==> src/rtl/sys_defs_pkg.sv <==
// Shared system definitions: the index-width helper macro and the default slot index type.
`ifndef CAL_IDX_LEN
`define CAL_IDX_LEN(n) (((n) > 1) ? $clog2(n) : 1)
`endif

package sys_defs;

    localparam int unsigned SYS_RS_SIZE = 32;

    typedef logic [`CAL_IDX_LEN(SYS_RS_SIZE)-1:0] slot_idx_t;

endpackage

==> src/rtl/free_picker.sv <==
// Combinational free-slot picker: serves requesting lanes in lane order,
// handing the j-th served lane the j-th lowest free slot index.
module free_picker
    import sys_defs::*;
#(
    parameter int unsigned Q_SIZE = 32,
    parameter int unsigned S_SIZE = 3,
    localparam int unsigned INDEX_LEN = `CAL_IDX_LEN(Q_SIZE)
) (
    input  logic [Q_SIZE-1:0]                 free_vec,
    input  logic [S_SIZE-1:0]                 req,
    output logic [S_SIZE-1:0]                 grant,
    output logic [S_SIZE-1:0][INDEX_LEN-1:0]  idx
);

    logic [Q_SIZE-1:0]    avail;
    logic                 found;
    logic [INDEX_LEN-1:0] pos;

    // Once a lane finds nothing, every later lane finds nothing too, so grants never skip.
    always_comb begin
        avail = free_vec;
        grant = '0;
        idx   = '0;
        found = 1'b0;
        pos   = '0;
        for (int k = 0; k < S_SIZE; k++) begin
            found = 1'b0;
            pos   = '0;
            for (int q = 0; q < Q_SIZE; q++) begin
                if (!found && avail[q]) begin
                    found = 1'b1;
                    pos   = INDEX_LEN'(q);
                end
            end
            if (req[k] && found) begin
                grant[k]   = 1'b1;
                idx[k]     = pos;
                avail[pos] = 1'b0;
            end
        end
    end

endmodule

==> src/rtl/slot_tracker.sv <==
// Reservation-station slot tracker: occupancy state, free count and update logic.
// Define SLOT_TRACKER_CHECK_EN to build the sticky protocol-error checker.
module slot_tracker
    import sys_defs::*;
#(
    parameter int unsigned Q_SIZE = 32,
    parameter int unsigned S_SIZE = 3,
    localparam int unsigned INDEX_LEN = `CAL_IDX_LEN(Q_SIZE),
    localparam int unsigned CNT_LEN   = `CAL_IDX_LEN(Q_SIZE + 1)
) (
    input  logic                              clock,
    input  logic                              reset_n,
    input  logic [S_SIZE-1:0]                 alloc_req,
    input  logic [S_SIZE-1:0][INDEX_LEN-1:0]  free_idx,
    input  logic [S_SIZE-1:0]                 free_valid,
    input  logic                              flush,
    output logic [S_SIZE-1:0][INDEX_LEN-1:0]  alloc_idx,
    output logic [S_SIZE-1:0]                 alloc_grant,
    output logic [Q_SIZE-1:0]                 occupied,
    output logic [CNT_LEN-1:0]                free_count,
    output logic                              full,
    output logic                              empty,
    output logic                              error
);

    logic [Q_SIZE-1:0]                occupied_q, occupied_d;
    logic [Q_SIZE-1:0]                set_vec, clr_vec;
    logic [CNT_LEN-1:0]               free_count_q, free_count_d;
    logic [S_SIZE-1:0]                pick_grant;
    logic [S_SIZE-1:0][INDEX_LEN-1:0] pick_idx;
    logic [S_SIZE-1:0]                free_ok;

    // Picking only looks at registered occupancy, so a slot freed now is reusable next cycle.
    free_picker #(
        .Q_SIZE (Q_SIZE),
        .S_SIZE (S_SIZE)
    ) u_free_picker (
        .free_vec (~occupied_q),
        .req      (alloc_req),
        .grant    (pick_grant),
        .idx      (pick_idx)
    );

    always_comb begin
        alloc_grant = '0;
        alloc_idx   = '0;
        if (reset_n && !flush) begin
            alloc_grant = pick_grant;
            alloc_idx   = pick_idx;
        end
    end

    always_comb begin
        for (int k = 0; k < S_SIZE; k++) begin
            free_ok[k] = free_valid[k] && !flush && (32'(free_idx[k]) < Q_SIZE);
        end
    end

    always_comb begin
        set_vec = '0;
        clr_vec = '0;
        for (int k = 0; k < S_SIZE; k++) begin
            if (alloc_grant[k]) set_vec[alloc_idx[k]] = 1'b1;
            if (free_ok[k])     clr_vec[free_idx[k]]  = 1'b1;
        end
        occupied_d   = flush ? '0 : ((occupied_q & ~clr_vec) | set_vec);
        free_count_d = CNT_LEN'(Q_SIZE);
        for (int q = 0; q < Q_SIZE; q++) begin
            if (occupied_d[q]) free_count_d = free_count_d - CNT_LEN'(1);
        end
    end

    always_ff @(posedge clock or negedge reset_n) begin
        if (!reset_n) begin
            occupied_q   <= '0;
            free_count_q <= CNT_LEN'(Q_SIZE);
        end else begin
            occupied_q   <= occupied_d;
            free_count_q <= free_count_d;
        end
    end

    assign occupied   = occupied_q;
    assign free_count = free_count_q;
    assign full       = (free_count_q == '0);
    assign empty      = (free_count_q == CNT_LEN'(Q_SIZE));

`ifdef SLOT_TRACKER_CHECK_EN
    logic error_q, error_d, bad_free;

    // Flags out-of-range frees, frees of idle slots and the same index freed twice in a cycle.
    always_comb begin
        bad_free = 1'b0;
        for (int k = 0; k < S_SIZE; k++) begin
            if (free_valid[k]) begin
                if (32'(free_idx[k]) >= Q_SIZE) begin
                    bad_free = 1'b1;
                end else if (!occupied_q[free_idx[k]]) begin
                    bad_free = 1'b1;
                end
                for (int m = 0; m < k; m++) begin
                    if (free_valid[m] && (free_idx[m] == free_idx[k])) bad_free = 1'b1;
                end
            end
        end
        error_d = error_q | bad_free;
    end

    always_ff @(posedge clock or negedge reset_n) begin
        if (!reset_n) begin
            error_q <= 1'b0;
        end else begin
            error_q <= error_d;
        end
    end

    assign error = error_q;
`else
    assign error = 1'b0;
`endif

endmodule

==> config.mk <==
export PLATFORM = sky130hd
export DESIGN_NAME = slot_tracker
export DESIGN_NICKNAME = d
export VERILOG_FILES = /design/src/rtl/sys_defs_pkg.sv /design/src/rtl/free_picker.sv /design/src/rtl/slot_tracker.sv
export SDC_FILE = /design/constraint.sdc
export NUM_CORES = 1
export LEC_CHECK = 0
export ABC_AREA = 1
export CORE_AREA = 2 2 154 156
export CTS_CLUSTER_SIZE = 28
export DETAILED_ROUTE_END_ITERATION = 6
export DIE_AREA = 0 0 156 158
export PLACE_DENSITY = 0.75
export SLEW_MARGIN = 0
export SYNTH_ARGS = -nofsm -noshare
export SYNTH_HDL_FRONTEND = slang
export SYNTH_HIERARCHICAL = 1
export SYNTH_SLANG_ARGS = --single-unit
==> constraint.sdc <==
create_clock -name clock -period 49.8 [get_ports clock]
set_input_delay 14.94 -clock clock [delete_from_list [all_inputs] [get_ports clock]]
set_output_delay 14.94 -clock clock [all_outputs]
set_load 0.05 [all_outputs]
# After elaboration in Yosys (flattened, before gate mapping)
# Index checks and enable logic that the tools add are counted.
# classes
mux,254
order_cmp,16
n_eq_ne,1
n_reduce_logical,203
bitwise,12
addsub,31
# op_table
operator,n
$mux W32,9
$mux W5,51
$mux W6,32
$sub A6 B1 Y6 const B,31
$or A32 B32 Y32,5
$not A32 Y32,4
$mux W1,110
$logic_and A1 B1 Y1,108
$and A32 B32 Y32,3
$mux W4,24
$logic_not A1 Y1,94
$lt A5 B6 Y1 const B,8
$demux W1 S5,8
$ge A5 B1 Y1 const B,8
$mux W3,13
$mux W15,1
$mux W2,6
$eq A6 B6 Y1 const B,1
$logic_not A6 Y1,1
# word_totals
out_inout_bits,59
reg_bits,38
input_bits,24

# Depth between registers and ports, before layout
# Gate-level depths: netlist (run 1).
# logic_depth
depth_word,374
depth_mapped,158
mapped_depth_nobuf,158

# Hierarchy
# Netlist (run 1), hierarchy kept.
# by_module_without_submodules
mod,area_per_inst_um2,cells_per_inst,n_inst,seq_area_each_um2
slot_tracker,8923.6,1652,1,952.2
free_picker,2393.5,477,1,0.0

# Worst setup path before layout (run 1)
# Ideal clock, no wire load.
# synth_path
path_kind,in2out
from,in alloc_req[0]
to,out alloc_idx[14] (netlist bit)
n_path_buf,1
stages,37
arrival_time_ps,19936
setup_slack_ps,14924
path_cell_list,nand2_4 > clkbuf_1 > o21ai_0 > nand4_2 > nor3_2 > nand4_1 > nor2_2 > nand4_2 > nor2_2 > nand4_1 > nor2_2 > nand4_1 > nor2_2 > nand4_2 > nor2_4 > nand4_4 > nand3b_1 > nand3_1 > nor2_4 > nand4_2 > nor2_2 > nand4_2 > nor2_2 > nand4_2 > nor2_2 > nand4_2 > nor2_2 > nand4_2 > nor2_4 > nand4_2 > nor2_2 > o31ai_1 > nand2_1 > inv_1 > nor2_1 > inv_1 > nor2_1
# synth_lines
element,line,rtl
"start, declared",slot_tracker.sv:13,"input logic [S_SIZE-1:0] alloc_req,"
"end, declared",slot_tracker.sv:17,"output logic [S_SIZE-1:0][INDEX_LEN-1:0] alloc_idx,"

==> reports/results.ini, run 1 <==
[clocking]
cts_made_buffers=5
clk_pin_slew_ps=60
hold_buffers=0
cts_setup_buffers=0
insertion_delay_ps=300
cts-root-buf=clkbuf_16
cts_resized=0
cts_tree=built
cts_sinks=38
clockBufferDepth=2
h-tree-depth=2

[die]
initial_core_util_pct=49.09
rows=56
core-area_um2=23050
die_area_um2=24650
ios=83
fp.dieW_um=156
die_h_um=158

[setup_path]
rr_endpoint=free_count[5]
critPathCaptureType=output pin
startpoint=alloc_req[0]
r2r_cells=150
startpoint_type=primary input
path_class=primary input to output pin
cp_slowest_cell=clkdlybuf4s50_1
crit_path_end=alloc_idx[12]
cpPeakStageDelay_ps=800
cp_data_required_time_ps=34860
r2r_slack_ps=26000
path_max_fanout=18
r2r_start=occupied[3]
critPathArrivalTime_ps=21910

[yosys]
synthTopCellsByArea=nand2_1, inv_1, nand3_1, dfrtp_1, nor2_1
synth_edf_count=0
synth_warnings=6
yosysTopAreaCellShare_pct=18.71
netlist_area_um2=11320
synth-async-reset-ratio_pct=100.0
syn_nets=2186
ys.flop_type=dfrtp_1
ys_seq_area_share_pct=8.413
avgSynthCellArea_um2=5.316
synth_seq_cells=38
synth_cells=2129
synth_largest_area_cell=nand2_1
ys_types=68

[layout]
final_util_pct=54.51
antenna_cells=0
fill_cells=2456
multi_input_area_um2=8481
drive_gt1_share_pct=10.96
register_area_um2=952.2
fin_nets=2264
area_growth_pct=11.03

[power]
vdd_drop_max_v=0.00001129
powerDensity_nw_per_um2=13.12
power.leakage_nw=7.359

[timing]
fin_crit_sh_pct=74.00
fmax_mhz=27.14
slew_viol_final=0
rsz0062_at_grt=false
fin_hold_ws_ps=948.3
fin_skew_ps=9.324
max_slew_margin_pct=46.63
tightest_slew_ps=797.6
final-setup-viol-count=0
fin_setup_tns_ps=0
finalCriticalPeriod_ps=36850
hold_violations=0

[global_route]
grt_pass1_vias=12536
grt_pass1_wl_um=59840
antenna_found_initial=0
grt_overflow_total=0
grt_max_degree=50
track_usage_pct=29.96

[job]
maxCapViolations=0

[route]
vias=13607
detail-route-antenna-nets=0
wl_per_cell_um=14.91
drt_first_pass_iters=6
wl_um=37230
avgViaCountPerCell=5.447
detail_route.iter0.violations=1131
route.detailed.drc=0

[worst_hold_path]
hp-class=flop to flop

[placement]
dp_hpwl_um=31140
placement.io_buffers=81
place.gp.congestion=1.055

[status]
status=completed

==> worst min-delay path by stage <==
| stage | startpoint | end | slack [ps] | cells past startpoint |
|---|---|---|---|---|
| finish | occupied[3] | occupied[3] | 950 | 4 |
| global route | occupied[6] | occupied[6] | 990 | 4 |
| CTS | occupied[3] | occupied[3] | 940 | 4 |
| detailed placement | occupied[6] | occupied[6] | 930 | 4 |
| global placement | occupied[6] | occupied[6] | 920 | 4 |
| floorplan | occupied[13] | occupied[13] | 1010 | 4 |
==> sequential cells by signal, summed over array words and instances (netlist names) <==
signal      count
free_count      6
occupied       32
==> where the power goes <==
part | internal (mW) | switching, mW | leakage [nW] | total, mW
sequential | 0.0321 | 0.000694 | 0.520 | 0.0328
clock | 0.0200 | 0.0138 | 0.0712 | 0.0338
combinational | 0.0319 | 0.0664 | 6.77 | 0.0982
total | 0.0840 | 0.0808 | 7.36 | 0.165
==> synth_stat cells, drive strengths merged, types with 10 or more instances <==
master	instances
nand2	633
dfrtp	37
inv	471
o21ai	57
nand4	56
a21oi	76
or2	10
nand3	336
ha	32
nor2	258
o2111ai	17
nor3	33
==> layout make-up <==
| type | count | area share [%] |
|---|---|---|
| Tap cell | 290 | 2.888 |
| Clock buffer | 8 | 1.165 |
| Timing Repair Buffer | 86 | 6.711 |
| Inverter | 473 | 14.17 |
| Sequential cell | 38 | 7.577 |
| Multi-Input combinational cell | 1603 | 67.49 |
==> critical path, delay by kind of cell <==
| kind | cells | cell delay (ps) |
|---|---|---|
| buffers and inverters | 4 | 1550 |
| AND/OR/NAND/NOR | 36 | 4990 |
| AO/OA/AOI/OAI | 2 | 420 |
==> stage by stage <==
step	std cells	area [um^2]	total power [mW]	setup slack, ps
floorplan	2129	11320	0.1088	14920
finish	2498	12570	0.1649	12950
detailed placement	2490	12420	0.1307	13020
global placement	2490	12420	0.1278	13300
CTS	2498	12570	0.1649	13020
global route	2498	12570	0.1811	11170
==> placed cells by master (no fill, tap or decap), types with 16 or more instances in the layout <==
cell / Yosys / layout
nor2_1: 224 / 224
ha_1: 32 / 32
dfrtp_1: 37 / 37
nand3_1: 275 / 275
a21oi_1: 76 / 76
nand4_2: 16 / 16
o2111ai_1: 17 / 17
inv_1: 445 / 445
inv_2: 25 / 25
nand4_1: 38 / 38
nand2_2: 60 / 60
nand3_2: 56 / 56
nand2_1: 564 / 564
nor3_1: 26 / 26
clkdlybuf4s50_1: 0 / 80
o21ai_0: 50 / 50
nor2_2: 23 / 23
==> routing by layer <==
metal / wire [um] / share of wire [%] / vias up / GRT usage, %
met3: 2495 / 6.7 / 127 / 3.531
met2: 16770 / 45 / 494 / 51.20
li1: - / - / 6978 / -
met1: 16330 / 44 / 6008 / 38.09
met5: 0 / 0 / - / 0
met4: 1636 / 4.4 / 0 / 13.11
==> cell families (layout without fill, tap and decap cells) <==
group / count (synthesis) / count (layout) / synth area share, %
xor gates and xnor gates: 7 / 7 / 0.5417
AOI/OAI and AO/OA: 208 / 208 / 11.39
other: 1 / 1 / 0.03314
buffers and inverters: 488 / 567 / 16.65
DFF: 38 / 38 / 8.414
adders and majority gates: 33 / 33 / 3.715
and+or+nand+nor: 1354 / 1354 / 59.26
Note: power is estimated with default switching activity, not from simulation.
==> inputs of run 2 (changes only) <==
clock period = 35.9 ns   (was 49.8 ns; I/O delays follow)
==> run 2 against run 1 <==
  * Critical path depth increased by 91
  * Worst setup slack got worse by 9300 ps
  * Sequential power increased by 38%
  * Clock skew down 3.4 ps
  * Largest power group unchanged
  * Utilization is essentially flat
  * Flip-flop and latch count did not move
  * Critical endpoint is now free_count[5]
  * Total power up 43%
  * Wire length fell by 0.34%
  * Sequential share of layout area hardly changed
  * Via count increased by 0.24%
  * First-iteration DRC count is 4.2% lower
  * Critical path type is now primary input to flop
==> reports/results.ini, run 2 (same netlist as run 1, synthesis figures left out) <==
[die]
initial_core_util_pct=49.09  ; unchanged
die_h_um=158  ; unchanged
rows=56  ; unchanged
ios=83  ; unchanged
fp.dieW_um=156  ; unchanged
core-area_um2=23050  ; unchanged
die_area_um2=24650  ; unchanged

[worst_hold_path]
hp-class=flop to flop

[setup_path]
cpPeakStageDelay_ps=660  ; -140 ps
startpoint_type=primary input
cp_data_required_time_ps=36140  ; +1280 ps
cpMostUsedCell=nand2_1
critPathArrivalTime_ps=32440  ; +10,530 ps
cp_top_family=simple AND/OR/NAND/NOR gates
critPathBufInv=9  ; +5
critPathCaptureType=flop
path_class=primary input to flop
path_max_fanout=18  ; unchanged
cp_slowest_cell=fa_1

[route]
avgViaCountPerCell=5.465  ; +0.32%
detail_route.iter0.violations=1083  ; -4.2%
drt_first_pass_iters=5  ; -1
detail-route-antenna-nets=0  ; unchanged
route.detailed.drc=0  ; unchanged
wl_um=37110  ; -0.34%
vias=13640  ; +0.24%
wl_per_cell_um=14.87  ; -0.26%

[clocking]
cts-root-buf=clkbuf_16
cts_resized=0  ; unchanged
cts_tree=built
clockBufferDepth=2  ; unchanged
cts_made_buffers=5  ; unchanged
insertion_delay_ps=300  ; about the same
cts_sinks=38  ; unchanged
h-tree-depth=2  ; unchanged
clk_pin_slew_ps=60  ; about the same
hold_buffers=0  ; unchanged
cts_setup_buffers=0  ; unchanged

[placement]
placement.io_buffers=81  ; unchanged
place.gp.congestion=1.042  ; -1.3%
dp_hpwl_um=30990  ; -0.45%
post-place-cells=2488  ; -0.080%

[layout]
layout_commonest_cell=nand2_1
fin_nets=2262  ; -0.088%
finalNonFillerCells=2496  ; -0.080%
drive_gt1_share_pct=10.92  ; -0.035 points
final_cell_mix=nand2_1, inv_1, nand3_1
antenna_cells=0  ; unchanged
area_growth_pct=11.13  ; about the same
largest_reg_flops=32  ; unchanged

[global_route]
grt_pass1_wl_um=59970  ; +0.21%
grt_overflow_total=0  ; unchanged
track_usage_pct=29.88  ; -0.086 points
grt_max_degree=50  ; unchanged
antenna_found_initial=0  ; unchanged
grt_pass1_vias=12548  ; +0.096%

[power]
vdd_drop_max_v=0.00001479  ; +31%
power.leakage_nw=7.361  ; about the same
powerDensity_nw_per_um2=18.81  ; +43%

[timing]
finalCriticalPeriod_ps=32200
fin_skew_ps=5.893  ; -3.431 ps
fmax_mhz=31.05
rsz0062_at_grt=false
hold_violations=0  ; unchanged
fin_setup_tns_ps=0  ; unchanged
fin_crit_sh_pct=89.70
max_slew_margin_pct=45.60  ; -1.0 points
tightest_slew_ps=811.5  ; +13.89 ps
slew_viol_final=0  ; unchanged
final-setup-viol-count=0  ; unchanged

[status]
status=completed

[job]
maxCapViolations=0  ; unchanged

-- run 2: changes by cell type in the layout (fill, tap and decap cells not counted), sizes merged --
cell and change:
buf -2, bufinv +1, clkbuf -1
-- run 2: final cells by class --
type	instances	area, um^2
timing repair buffer	84	828.3
clock inverter	1	30.03
clock buffer	7	142.6
fill	2399	10480
inverter	473	1780
tap	290	362.8
sequential	38	952.2
multi-input combinational	1603	8481
-- run 2: stage by stage --
stage               worst slack, ps  utilization [%]  hold WS (ps)  area, um^2  total power, mW
floorplan                      6407                -          1011       11320           0.1509
global placement               4280            53.81         921.0       12400           0.1778
detailed placement             3457            53.81         922.5       12400           0.1815
CTS                            3732            54.56         935.6       12580           0.2367
global route                   1520            54.56          1016       12580           0.2586
finish                         3698            54.56         948.5       12580           0.2365
-- run 2: tightest hold or removal path: stages, from the launching register on --
cell and delay [ps]:
dfrtp_1 340, inv_1 90, nor2_1 110, nand2_1 70, nand3_2 120, nand2_2 100
inv_1 90
-- run 2: final timing paths --
path / start / end / slack [ps] / depth (start not counted)
worst min-delay path: occupied[2] / occupied[2] / 950 / 6
min in group asynchronous: reset_n / free_count[3] / 10600 / 2
max in group asynchronous: reset_n / occupied[0] / 24800 / 2
worst max-delay path: alloc_req[0] / free_count[5] / 3700 / 133
worst min register to register: occupied[2] / occupied[2] / 950 / 6
worst max register to register: occupied[3] / free_count[5] / 12330 / 150
-- run 2: routing by layer --
layer,routed length [um],GRT usage (%),up-vias
li1,-,-,6971
met1,16510,38.94,6093
met2,17000,50.84,467
met3,2142,2.245,109
met4,1457,13.02,0
met5,0,0,-
-- run 2: power breakdown --
group	leakage, nW	internal [mW]	switching, mW	total [mW]
logic	6.76	0.0441	0.0922	0.136
registers	0.520	0.0446	0.000860	0.0454
clock network	0.0841	0.0348	0.0200	0.0548
total	7.36	0.123	0.113	0.237
